===== src/rtl/pc_branch_unit.sv =====
// Per-thread program-counter and condition-flag unit.
// Resolves next_pc during EXECUTE (SEQ/BR/JMP/CALL/RET) and latches the NZP
// flags during UPDATE. CALL/RET use a small non-wrapping LIFO of return
// addresses with sticky overflow/underflow indicators.
module pc_branch_unit #(
  parameter int PC_WIDTH      = 8,
  parameter int STACK_DEPTH   = 4,
  parameter int NZP_MASK_MODE = 1
) (
  input  logic                               clock,
  input  logic                               reset,
  input  logic                               enable,
  input  logic [2:0]                         core_state,
  input  logic [2:0]                         branch_op,
  input  logic [2:0]                         nzp_instr,
  input  logic [2:0]                         nzp_in,
  input  logic                               nzp_write_enable,
  input  logic [PC_WIDTH-1:0]                current_pc,
  input  logic [PC_WIDTH-1:0]                target,
  output logic [2:0]                         nzp,
  output logic [PC_WIDTH-1:0]                next_pc,
  output logic                               branch_taken,
  output logic [$clog2(STACK_DEPTH+1)-1:0]   stack_depth,
  output logic                               stack_overflow,
  output logic                               stack_underflow
);

  localparam int DEPTH_W = $clog2(STACK_DEPTH + 1);
  localparam int IDX_W   = (STACK_DEPTH > 1) ? $clog2(STACK_DEPTH) : 1;
  localparam int SLOTS   = 1 << IDX_W;
  localparam logic [DEPTH_W-1:0] DEPTH_FULL = DEPTH_W'(STACK_DEPTH);

  localparam logic [2:0] ST_EXECUTE = 3'b101;
  localparam logic [2:0] ST_UPDATE  = 3'b110;

  localparam logic [2:0] OP_SEQ  = 3'd0;
  localparam logic [2:0] OP_BR   = 3'd1;
  localparam logic [2:0] OP_JMP  = 3'd2;
  localparam logic [2:0] OP_CALL = 3'd3;
  localparam logic [2:0] OP_RET  = 3'd4;

  // Sequential successor; wraps naturally at PC_WIDTH bits.
  function automatic logic [PC_WIDTH-1:0] inc_pc(input logic [PC_WIDTH-1:0] pc);
    return pc + PC_WIDTH'(1);
  endfunction

  // Branch condition: any-bit overlap (mask mode) or exact flag match.
  function automatic logic br_match(input logic [2:0] cond, input logic [2:0] flags);
    if (NZP_MASK_MODE != 0) return |(cond & flags);
    else                    return cond == flags;
  endfunction

  logic [PC_WIDTH-1:0] ret_stack [SLOTS];

  logic                exec_p0;
  logic                upd_p0;
  logic                stack_full_p0;
  logic                stack_empty_p0;
  logic [PC_WIDTH-1:0] seq_pc_p0;
  logic [IDX_W-1:0]    push_idx_p0;
  logic [IDX_W-1:0]    pop_idx_p0;
  logic [PC_WIDTH-1:0] nxt_pc_p0;
  logic                nxt_taken_p0;
  logic [DEPTH_W-1:0]  nxt_depth_p0;
  logic                push_p0;
  logic                set_ovf_p0;
  logic                set_unf_p0;

  // Stage p0: decode the operation and resolve the next PC and stack action.
  always_comb begin
    exec_p0        = enable && (core_state == ST_EXECUTE);
    upd_p0         = enable && (core_state == ST_UPDATE) && nzp_write_enable;
    stack_full_p0  = (stack_depth == DEPTH_FULL);
    stack_empty_p0 = (stack_depth == '0);
    seq_pc_p0      = inc_pc(current_pc);
    push_idx_p0    = IDX_W'(stack_depth);
    pop_idx_p0     = IDX_W'(stack_depth - DEPTH_W'(1));
    nxt_pc_p0      = next_pc;
    nxt_taken_p0   = 1'b0;
    nxt_depth_p0   = stack_depth;
    push_p0        = 1'b0;
    set_ovf_p0     = 1'b0;
    set_unf_p0     = 1'b0;
    if (exec_p0) begin
      nxt_pc_p0 = seq_pc_p0;
      case (branch_op)
        OP_BR: begin
          if (br_match(nzp_instr, nzp)) begin
            nxt_pc_p0    = target;
            nxt_taken_p0 = 1'b1;
          end
        end
        OP_JMP: begin
          nxt_pc_p0    = target;
          nxt_taken_p0 = 1'b1;
        end
        OP_CALL: begin
          if (stack_full_p0) begin
            set_ovf_p0 = 1'b1;
          end else begin
            push_p0      = 1'b1;
            nxt_depth_p0 = stack_depth + DEPTH_W'(1);
            nxt_pc_p0    = target;
            nxt_taken_p0 = 1'b1;
          end
        end
        OP_RET: begin
          if (stack_empty_p0) begin
            set_unf_p0 = 1'b1;
          end else begin
            nxt_depth_p0 = stack_depth - DEPTH_W'(1);
            nxt_pc_p0    = ret_stack[pop_idx_p0];
            nxt_taken_p0 = 1'b1;
          end
        end
        default: ;
      endcase
    end
  end

  // Stage p1: commit PC, flags, stack pointer and sticky errors.
  always_ff @(posedge clock) begin
    if (reset) begin
      nzp             <= 3'b000;
      next_pc         <= '0;
      branch_taken    <= 1'b0;
      stack_depth     <= '0;
      stack_overflow  <= 1'b0;
      stack_underflow <= 1'b0;
    end else begin
      branch_taken <= nxt_taken_p0;
      next_pc      <= nxt_pc_p0;
      stack_depth  <= nxt_depth_p0;
      if (upd_p0)     nzp             <= nzp_in;
      if (set_ovf_p0) stack_overflow  <= 1'b1;
      if (set_unf_p0) stack_underflow <= 1'b1;
    end
  end

  // Stage p1: return-address storage; contents need no reset.
  always_ff @(posedge clock) begin
    if (push_p0 && !reset) ret_stack[push_idx_p0] <= seq_pc_p0;
  end

endmodule

===== config.mk =====
export PLATFORM = sky130hd
export DESIGN_NAME = pc_branch_unit
export DESIGN_NICKNAME = d
export VERILOG_FILES = /design/src/rtl/pc_branch_unit.sv
export SDC_FILE = /design/constraint.sdc
export NUM_CORES = 1
export LEC_CHECK = 0
export ABC_CLOCK_PERIOD_IN_PS = 2800
export BUFFER_PORTS_ARGS = -buffer_cell sky130_fd_sc_hd__buf_2
export CAP_MARGIN = 0
export CORE_MARGIN = 2
export CORE_UTILIZATION = 52
export CTS_BUF_LIST = sky130_fd_sc_hd__clkbuf_4
export DETAILED_ROUTE_END_ITERATION = 6
export PLACE_DENSITY = 0.81
export REMOVE_ABC_BUFFERS = 1
export SETUP_SLACK_MARGIN = 0.2
export SYNTH_ARGS = -nofsm -noshare
export SYNTH_HDL_FRONTEND = slang
export SYNTH_SLANG_ARGS = --single-unit
export TNS_END_PERCENT = 50

===== constraint.sdc =====
create_clock -name clock -period 2.8 [get_ports clock]
set_input_delay 0.14 -clock clock [delete_from_list [all_inputs] [get_ports clock]]
set_output_delay 0.14 -clock clock [all_outputs]
set_load 0.03 [all_outputs]

==> Word-level counts from Yosys, hierarchy flattened <==
Memories as Yosys holds them, arrays and structs flattened.
Cells that the tools add are included.
{ "word_totals": {"inputBits": 32, "out_inout_bits": 17, "ff_bits": 17, "n_memories": 1, "ram_bits": 32, "elab_cells": 54} }
{ "op_classes": {"n_eq_ne": 9, "addsub": 3, "reduce_logical": 10, "bitwise": 2, "mux": 23} }
{ "memory_table": {"columns": ["memory", "words", "width", "rd", "rd_clocked_by_memory_dff", "wr", "line_no", "rtl"], "rows": [
  ["ret_stack", 4, 8, 1, 0, 1, "53", "logic [PC_WIDTH-1:0] ret_stack [SLOTS];"]
]} }
{ "op_table": {"columns": ["op", "n"], "rows": [
  ["$pmux W8 S4", 1],
  ["$mux W8", 3],
  ["$mux W1", 15],
  ["$eq A3 B3 Y1 const B", 4],
  ["$add A8 B1 Y8 const B", 1],
  ["$eq A3 B2 Y1 const B", 2],
  ["$mux W3", 2],
  ["$pmux W3 S2", 1],
  ["$logic_and A1 B1 Y1", 4],
  ["$ne A2 B2 Y1 const B", 2],
  ["$pmux W1 S4", 1],
  ["$reduce_and A4 Y1", 1],
  ["$add A3 B1 Y3 const B", 1],
  ["$and A3 B3 Y3", 1],
  ["$eq A3 B1 Y1 const B", 1],
  ["$logic_not A3 Y1", 1],
  ["$reduce_or A3 Y1", 1],
  ["$sub A3 B1 Y3 const B", 1],
  ["$reduce_bool A2 Y1", 1],
  ["$reduce_or A2 Y1", 1],
  ["$logic_not A1 Y1", 1],
  ["$not A1 Y1", 1]
]} }

==> Logic depth before layout (Yosys ltp) <==
Gate-level depths: netlist (run 1).
{ "depth": {"word_depth": 7, "mapped_depth": 9, "depth_no_buf": 7} }

==> Worst setup path after synthesis (run 1) <==
Ideal clock, no wire load.
{ "synth_timing": {"path_type": "register -> register", "start": "reg stack_depth[0]", "end": "reg next_pc[0]", "setup_slack_ns": 0.452, "path_buffers": 1, "setup_ns": 0.086, "required_time_ns": 2.714, "arrival_ns": 2.262, "stages_incl_launch_ff": 9, "path_cell_list": "dfxtp_1 buf_6 inv_1 ha_1 and2_1 and3_4 a2111oi_4 a222oi_1 a211oi_1"} }
{ "synth_via": {"elab_chain_cells": 4, "elab_cells_between_ends": 7, "cone_classes": "1 x add/sub; 1 x eq/ne; 3 x mux; 1 x reduce/logical; 1 x memory"} }
{ "synth_lines": {"columns": ["item", "line_no", "rtl"], "rows": [
  ["start: declaration", "23", "output logic [$clog2(STACK_DEPTH+1)-1:0] stack_depth,"],
  ["start signal: assignment", "133", "stack_depth <= nxt_depth_p0;"],
  ["$sub A3 B1 Y3", null, null],
  ["$mem_v2 Z4 W8", null, null],
  ["$mux W8", "108", "if (stack_empty_p0) begin"],
  ["$pmux W8 S4 (*)", "86", "case (branch_op)"],
  ["end signal: assignment", "132", "next_pc <= nxt_pc_p0;"],
  ["end: declaration", "21", "output logic [PC_WIDTH-1:0] next_pc,"]
]} }
Mark *: on every way between the ends. The rest lies on a longest branch, timed or not.
A chain may end at the register's enable or synchronous reset.

==> Worst setup path after layout (run 1) <==
{ "layout_timing": {"start": "reg stack_depth[1]", "end": "reg next_pc[0]"} }
Same word-level chain as after synthesis.

==> summary.txt, run 1 <==
Run
  • Max Cap Violations: 0

Global routing
  • GR Layer Usage met1: between 20% and 30%
  • GR Layer Usage met3: under 10%
  • GRT Total Usage: roughly a fifth
  • Vias in the first global route: 1618
  • Initial antenna violation count: 0
  • GRT overflow: 0
  • Largest net degree at the start of global routing: 19
  • GR peak layer: met2
  • First-pass GRT wire length: between 7000 and 8000 um
  • Met2 Use GR: about a third

Floorplanning
  • Core area: roughly 4300 um2
  • Die area: 4990 um2
  • Top Ports: 49
  • Row count: 24
  • Die W: slightly above 70 um
  • Starting Density: a little over half
  • DIE HEIGHT: slightly above 70 um

STA
  • Final WS setup: roughly 0.5 ns
  • Setup TNS Final: 0 ns
  • RSZ-0062 raised after global routing: no
  • Period utilisation layout: between 80% and 90%
  • # setup viols final: 0
  • Hold Vio Cnt, Final: 1
  • Worst slew margin: a little over half
  • Tightest Pin Transition: roughly 0.68 ns
  • Hold WS: -0.00841 ns
  • Slew Viols, Final: 0
  • Setup Skew: roughly 0.020 ns
  • Final min period: ~2.3 ns
  • Top achievable clock speed: roughly 430 MHz

CTS
  • Total CTS buffers: 5
  • # H-tree levels: 2
  • Clock transition at path regs: between 0.1 and 0.15 ns
  • Cts repair resizes: 0
  • Post-CTS setup buffers: 0
  • CTS tree: built
  • Max Root-Sink Buffers: 2
  • Clk sinks: 49
  • Skew-Pair Late Insertion Delay: around 0.37 ns
  • Hold-fix buffers, CTS: 0
  • CTS root buffer: clkbuf_4

Layout
  • Commonest non-fill, non-tap cell in the layout: buf_2
  • Nets@finish: 260
  • # diodes: 0
  • Share of layout cells above drive strength 1: 31.8%
  • Area growth from synthesis to layout: 14.6%
  • Most frequent cells in the layout: buf_2, edfxtp_1, nor2_1, dfxtp_1
  • Final instance area: between 2000 and 3000 um2

Critical path
  • R2R setup slack: about 0.5 ns
  • Reg2reg path depth: 7
  • Critical path launch point type: flop
  • Buf/Inv on CP: 1
  • CP Cell Sequence: inv_1, ha_1, and2_1, and3_4, a2111oi_4, a222oi_1, a211oi_1
  • CP Class: flop to flop
  • CP Data Arrival Time: around 2.6 ns
  • Largest fanout on the critical path: 8
  • Worst setup EP type: flop
  • CP peak stage delay: 0.59 ns
  • CP top delay family: compound AO/OA/AOI/OAI gates
  • R2r endpoint: next_pc[0]
  • WP data required: between 3 and 4 ns
  • Slowest CP cell: a2111oi_4
  • Start of the worst register-to-register path: stack_depth[1]

Synthesis
  • Main flop type after synthesis: edfxtp_1
  • Post-Syn Instances: approximately 170
  • Yosys warnings: 0
  • Cell variety after synth: 44
  • Yosys reg bits: 49
  • Post-Syn Area: 2310 um2
  • Seq/Total Area, Yosys: between 50% and 60%
  • Mean Syn Cell Area: around 14 um2
  • Ys async rst share: 0%
  • EDFF count, synth: 32

Power
  • VDD IR-drop max: 0.315 mV
  • Total power: 1.25 mW
  • Psw: between 0.2 and 0.3 mW
  • Sw Ratio: around a quarter
  • Cell Int Power: roughly 0.96 mW
  • Static Leakage: slightly above 1 nW
  • Comb pwr share: between 10% and 20%
  • Share of power burned in registers: a little over three fifths
  • Pwr dens: between 400 and 500 nW/um2
  • Clock network fraction of total power: 27.4%

Placement
  • Routability Congestion: roughly 0.85
  • Dpl hpwl: approximately 3500 um
  • Dpl ws: about 0.51 ns
  • IO buf count: 48
  • Placed inst area: 2580 um2

Routing
  • Final ANT Viol Nets: 0
  • DR WL/cell: about 18 um
  • Post-DR vias/cell: between 5 and 6
  • TritonRoute pass-1 iters: 4
  • Routed WL: just under 5000 um
  • Iteration-0 DRC Markers: around 120
  • Vias post-DR: approximately 1600
  • Post-route DRC: 0

Run status
  • Failing checks: negative hold slack
  • Outcome: complete, but fails checks

Min path
  • Hold WC Path Type: input port to flop
  • Launch point of the worst hold path: nzp_in[0]
  • Cells on Worst Hold Path: 3
  • WHS Endpoint: nzp[0]
[cell families (layout without fill, tap and decap cells)]
group	Yosys count	count (layout)	share of synthesized area (%)
compound gates	28	28	10.3
simple gates	54	54	13.3
xor+xnor	9	9	3.41
mux	12	12	9.86
fa+ha+maj	6	6	3.25
buf+inv	11	65	3.47
flops	49	49	56.3
[worst register-to-register path: cells and delay by family, from the launching register on]
family                     cells  cell delay (ns)
AOI/OAI and AO/OA              3             1.08
and+or+nand+nor                2             0.41
DFF                            1             0.39
adders and majority gates      1             0.24
buffers and inverters          1             0.10
[routing by layer]
metal / up-vias / wire [um]
li1: 765 / -
met1: 767 / 1940
met4: 0 / 110
met2: 78 / 2370
met5: - / 0
met3: 12 / 399
[per-stage QoR]
step	std cells	hold slack, ns	util [%]
final	275	-0.00841	61.2
after global routing	275	0.0164	61.2
after CTS	274	0.00249	61.0
after detailed placement	266	0.385	59.6
after global placement	266	0.379	59.6
after floorplan	163	0.209	-
[Yosys cell counts (3+ instances only)]
cell type	number	area (um2)
a211oi_1	8	60.1
a221oi_1	6	52.6
a222oi_1	3	30.0
and2_1	5	31.3
dfxtp_1	17	340
edfxtp_1	32	961
ha_1	6	75.1
inv_1	5	18.8
mux2i_1	4	40.0
mux4_2	6	135
nand2_1	8	30.0
nand3_1	4	20.0
nor2_1	18	67.6
nor3_1	3	15.0
xnor2_1	4	35.0
xor2_1	5	43.8
[worst max-delay path by stage]
| stage | start | end | depth (start not counted) |
|---|---|---|---|
| after CTS | stack_depth[1] | next_pc[0] | 7 |
| after floorplan | stack_depth[0] | next_pc[0] | 7 |
| after detailed placement | stack_depth[1] | next_pc[0] | 7 |
| final | stack_depth[1] | next_pc[0] | 7 |
| after global routing | stack_depth[1] | next_pc[0] | 7 |
| after global placement | stack_depth[1] | next_pc[0] | 7 |
[layout make-up]
cell class                      count  area, um2
Clock buffer                        8       60.1
Fill cell                         362       1680
Inverter                            5       18.8
Multi-Input combinational cell    109        928
Sequential cell                    49       1300
Tap cell                           52       65.1
Timing Repair Buffer               52        273
[flip-flops by register name, indices dropped and copies added, names as in the netlist]
name             flops
nzp                  3
branch_taken         1
stack_underflow      1
next_pc              8
ret_stack           32
stack_depth          3
stack_overflow       1
[power by group through the flow]
stage               logic [mW]  registers (mW)  clock network, mW
global placement         0.122           0.796                  0
CTS                      0.127           0.780              0.342
detailed placement       0.125           0.796                  0
floorplan               0.0580           0.806                  0
global route             0.141           0.781              0.371
finish                   0.127           0.780              0.343
No activity file was read; power rests on OpenSTA's default activity.
==> inputs of run 2 (changes only) <==
ABC_CLOCK_PERIOD_IN_PS = 2200   (was 2800)
clock period = 2.2 ns   (was 2.8 ns; I/O delays follow)
==> run 2 against run 1 <==
  * The flow now finishes without violations
  * Global-route usage shrank 0.84 points
  * Hold slack gained 0.058 ns
  * Cell area grew 4.2%
  * Flip-flop and latch count is the same
  * Clock power grew 60%
  * Power grew 37%
  * Combinational power grew 34%
  * Utilization grew 2.6 points
  * Sequential power grew 27%
  * Clock skew shrank 0.013 ns
  * Sequential share of layout area shrank 1.9 points
  * Via count grew 1.6%
  * Critical path type unchanged
  * Largest cell class unchanged
==> summary.txt, run 2 (synthesis results as in run 1) <==
STA
  • # setup viols final: 0 (unchanged)
  • RSZ-0062 raised after global routing: no
  • Slew Viols, Final: 0 (unchanged)
  • Final WS setup: 0.311 ns (-0.189 ns)
  • Period utilisation layout: 85.9% (+3.7 points)
  • Hold Vio Cnt, Final: 0 (-1)
  • Hold WS: 0.0493 ns (+0.0577 ns)
  • Tightest Pin Transition: 0.509 ns (-0.170 ns)
  • Final min period: 1.89 ns (-0.411 ns)
  • Worst slew margin: 65.8% (+11 points)
  • Setup Skew: 0.00716 ns (-0.0128 ns)
  • Setup TNS Final: 0 ns (unchanged)
  • Top achievable clock speed: 529 MHz (+22%)

Placement
  • Routability Congestion: 0.746 (-12%)
  • Placed inst area: 2610 um2 (+1.2%)
  • Dpl hpwl: 3420 um (-1.7%)
  • Dpl ws: 0.00470 ns (-0.504 ns)
  • IO buf count: 48 (unchanged)

Power
  • Total power: 1.71 mW (+37%)
  • VDD IR-drop max: 0.402 mV (+28%)
  • Static Leakage: 1.09 nW (+5.3%)
  • Pwr dens: 621 nW/um2 (+31%)

Critical path
  • Worst setup EP type: flop
  • Critical path launch point type: flop
  • Slowest CP cell: ha_2
  • Largest fanout on the critical path: 4 (-4)
  • CP Data Arrival Time: 2.14 ns (-0.45 ns)
  • CP peak stage delay: 0.39 ns (-0.20 ns)
  • Buf/Inv on CP: 1 (unchanged)
  • CP Cell Sequence: inv_1, ha_2, mux4_2, a221o_1, a221oi_1, nor3_1
  • WP data required: 2.45 ns (-0.64 ns)
  • CP top delay family: compound AO/OA/AOI/OAI gates
  • CP Class: flop to flop

Routing
  • Routed WL: 4760 um (-1.2%)
  • Final ANT Viol Nets: 0 (unchanged)
  • Iteration-0 DRC Markers: 117 (+0.86%)
  • Post-DR vias/cell: 5.82 (-1.3%)
  • Vias post-DR: 1648 (+1.6%)
  • DR WL/cell: 16.8 um (-4.0%)
  • TritonRoute pass-1 iters: 4 (unchanged)
  • Post-route DRC: 0 (unchanged)

Run
  • Max Cap Violations: 0 (unchanged)

Layout
  • Share of layout cells above drive strength 1: 37.2% (+5.4 points)
  • Max FFs per register: 32 (unchanged)
  • Final instance area: 2760 um2 (+4.2%)
  • Most frequent cells in the layout: buf_2, edfxtp_1, nor2_1, dfxtp_1
  • Nets@finish: 268 (+3.1%)
  • Largest Register: ret_stack
  • Sequential cell area: 1300 um2 (+0.19%)
  • Layout fillers: 351 (-3.0%)
  • Area growth from synthesis to layout: 19.4%
  • Area of the multi-input gates: 945 um2 (+1.8%)
  • # diodes: 0 (unchanged)
  • Commonest non-fill, non-tap cell in the layout: buf_2
  • Largest regs: ret_stack: 32 flops, next_pc: 8 flops

CTS
  • Clk sinks: 49 (unchanged)
  • Skew-Pair Late Insertion Delay: 0.37 ns (about the same)
  • # H-tree levels: 2 (unchanged)
  • CTS tree: built
  • Total CTS buffers: 5 (unchanged)
  • Max Root-Sink Buffers: 2 (unchanged)
  • Clock transition at path regs: 0.14 ns (about the same)
  • CTS root buffer: clkbuf_4

Floorplanning
  • Top Ports: 49 (unchanged)
  • DIE HEIGHT: 70.6 um (unchanged)
  • Row count: 24 (unchanged)
  • Die area: 4990 um2 (unchanged)
  • Core area: 4320 um2 (unchanged)
  • Starting Density: 53.4% (unchanged)
  • Die W: 70.6 um (unchanged)

Global routing
  • GRT overflow: 0 (unchanged)
  • Vias in the first global route: 1579 (-2.4%)
  • GRT Total Usage: 19.8% (-0.84 points)
  • First-pass GRT wire length: 7580 um (-2.8%)
  • Initial antenna violation count: 0 (unchanged)
  • Largest net degree at the start of global routing: 19 (unchanged)

Run status
  • Outcome: completed

Min path
  • Hold WC Path Type: input port to flop
## run 2: final timing paths
| path | start | end | slack [ns] | cells after the start |
|---|---|---|---|---|
| hold reg to reg | stack_underflow | stack_underflow | 0.49 | 2 |
| setup reg to reg | stack_depth[1] | next_pc[5] | 0.31 | 6 |
| hold / removal | target[6] | next_pc[6] | 0.05 | 3 |
| setup / recovery | stack_depth[1] | next_pc[5] | 0.31 | 6 |
## run 2: through the flow
step                      util, %  std cells
final                        63.8        283
after global routing         63.8        283
after CTS                    63.1        282
after global placement       60.3        270
after detailed placement     60.3        270
after floorplan                 -        163
## run 2: routing by layer
metal  routed length (um)  GRT usage, %
met1                 2080          26.3
met2                 2270          32.8
met5                    0             0
met3                  340          3.70
met4                   68          7.55
## run 2: timing repair
| item | 4_1_cts | 5_1_grt |
|---|---|---|
| setup endpoints to repair | 40 | 39 |
| buffers inserted | 1 | 1 |
| endpoints found under the hold margin | 3 | 0 |
| pin swaps | 1 | 5 |
| hold buffers | 3 | 0 |
| resized for setup | 2 | 9 |
## run 2: power by group
part	internal, mW	switching, mW	total, mW
clock network	0.255	0.294	0.549
registers	0.989	0.00365	0.993
logic	0.0717	0.0980	0.170
## run 2: final cells by class
cell class	count	area share, %
flip-flops and latches	49	47.3
multi-input cells	109	34.3
repair buffers	60	12.4
well taps	52	2.36
clock buffers	6	1.63
clock inverters	2	1.41
inverters	5	0.681
## run 2: tightest hold or removal path, cell delays in order
cell	delay, ns
buf_2	0.08
a221oi_1	0.07
nor3_1	0.12
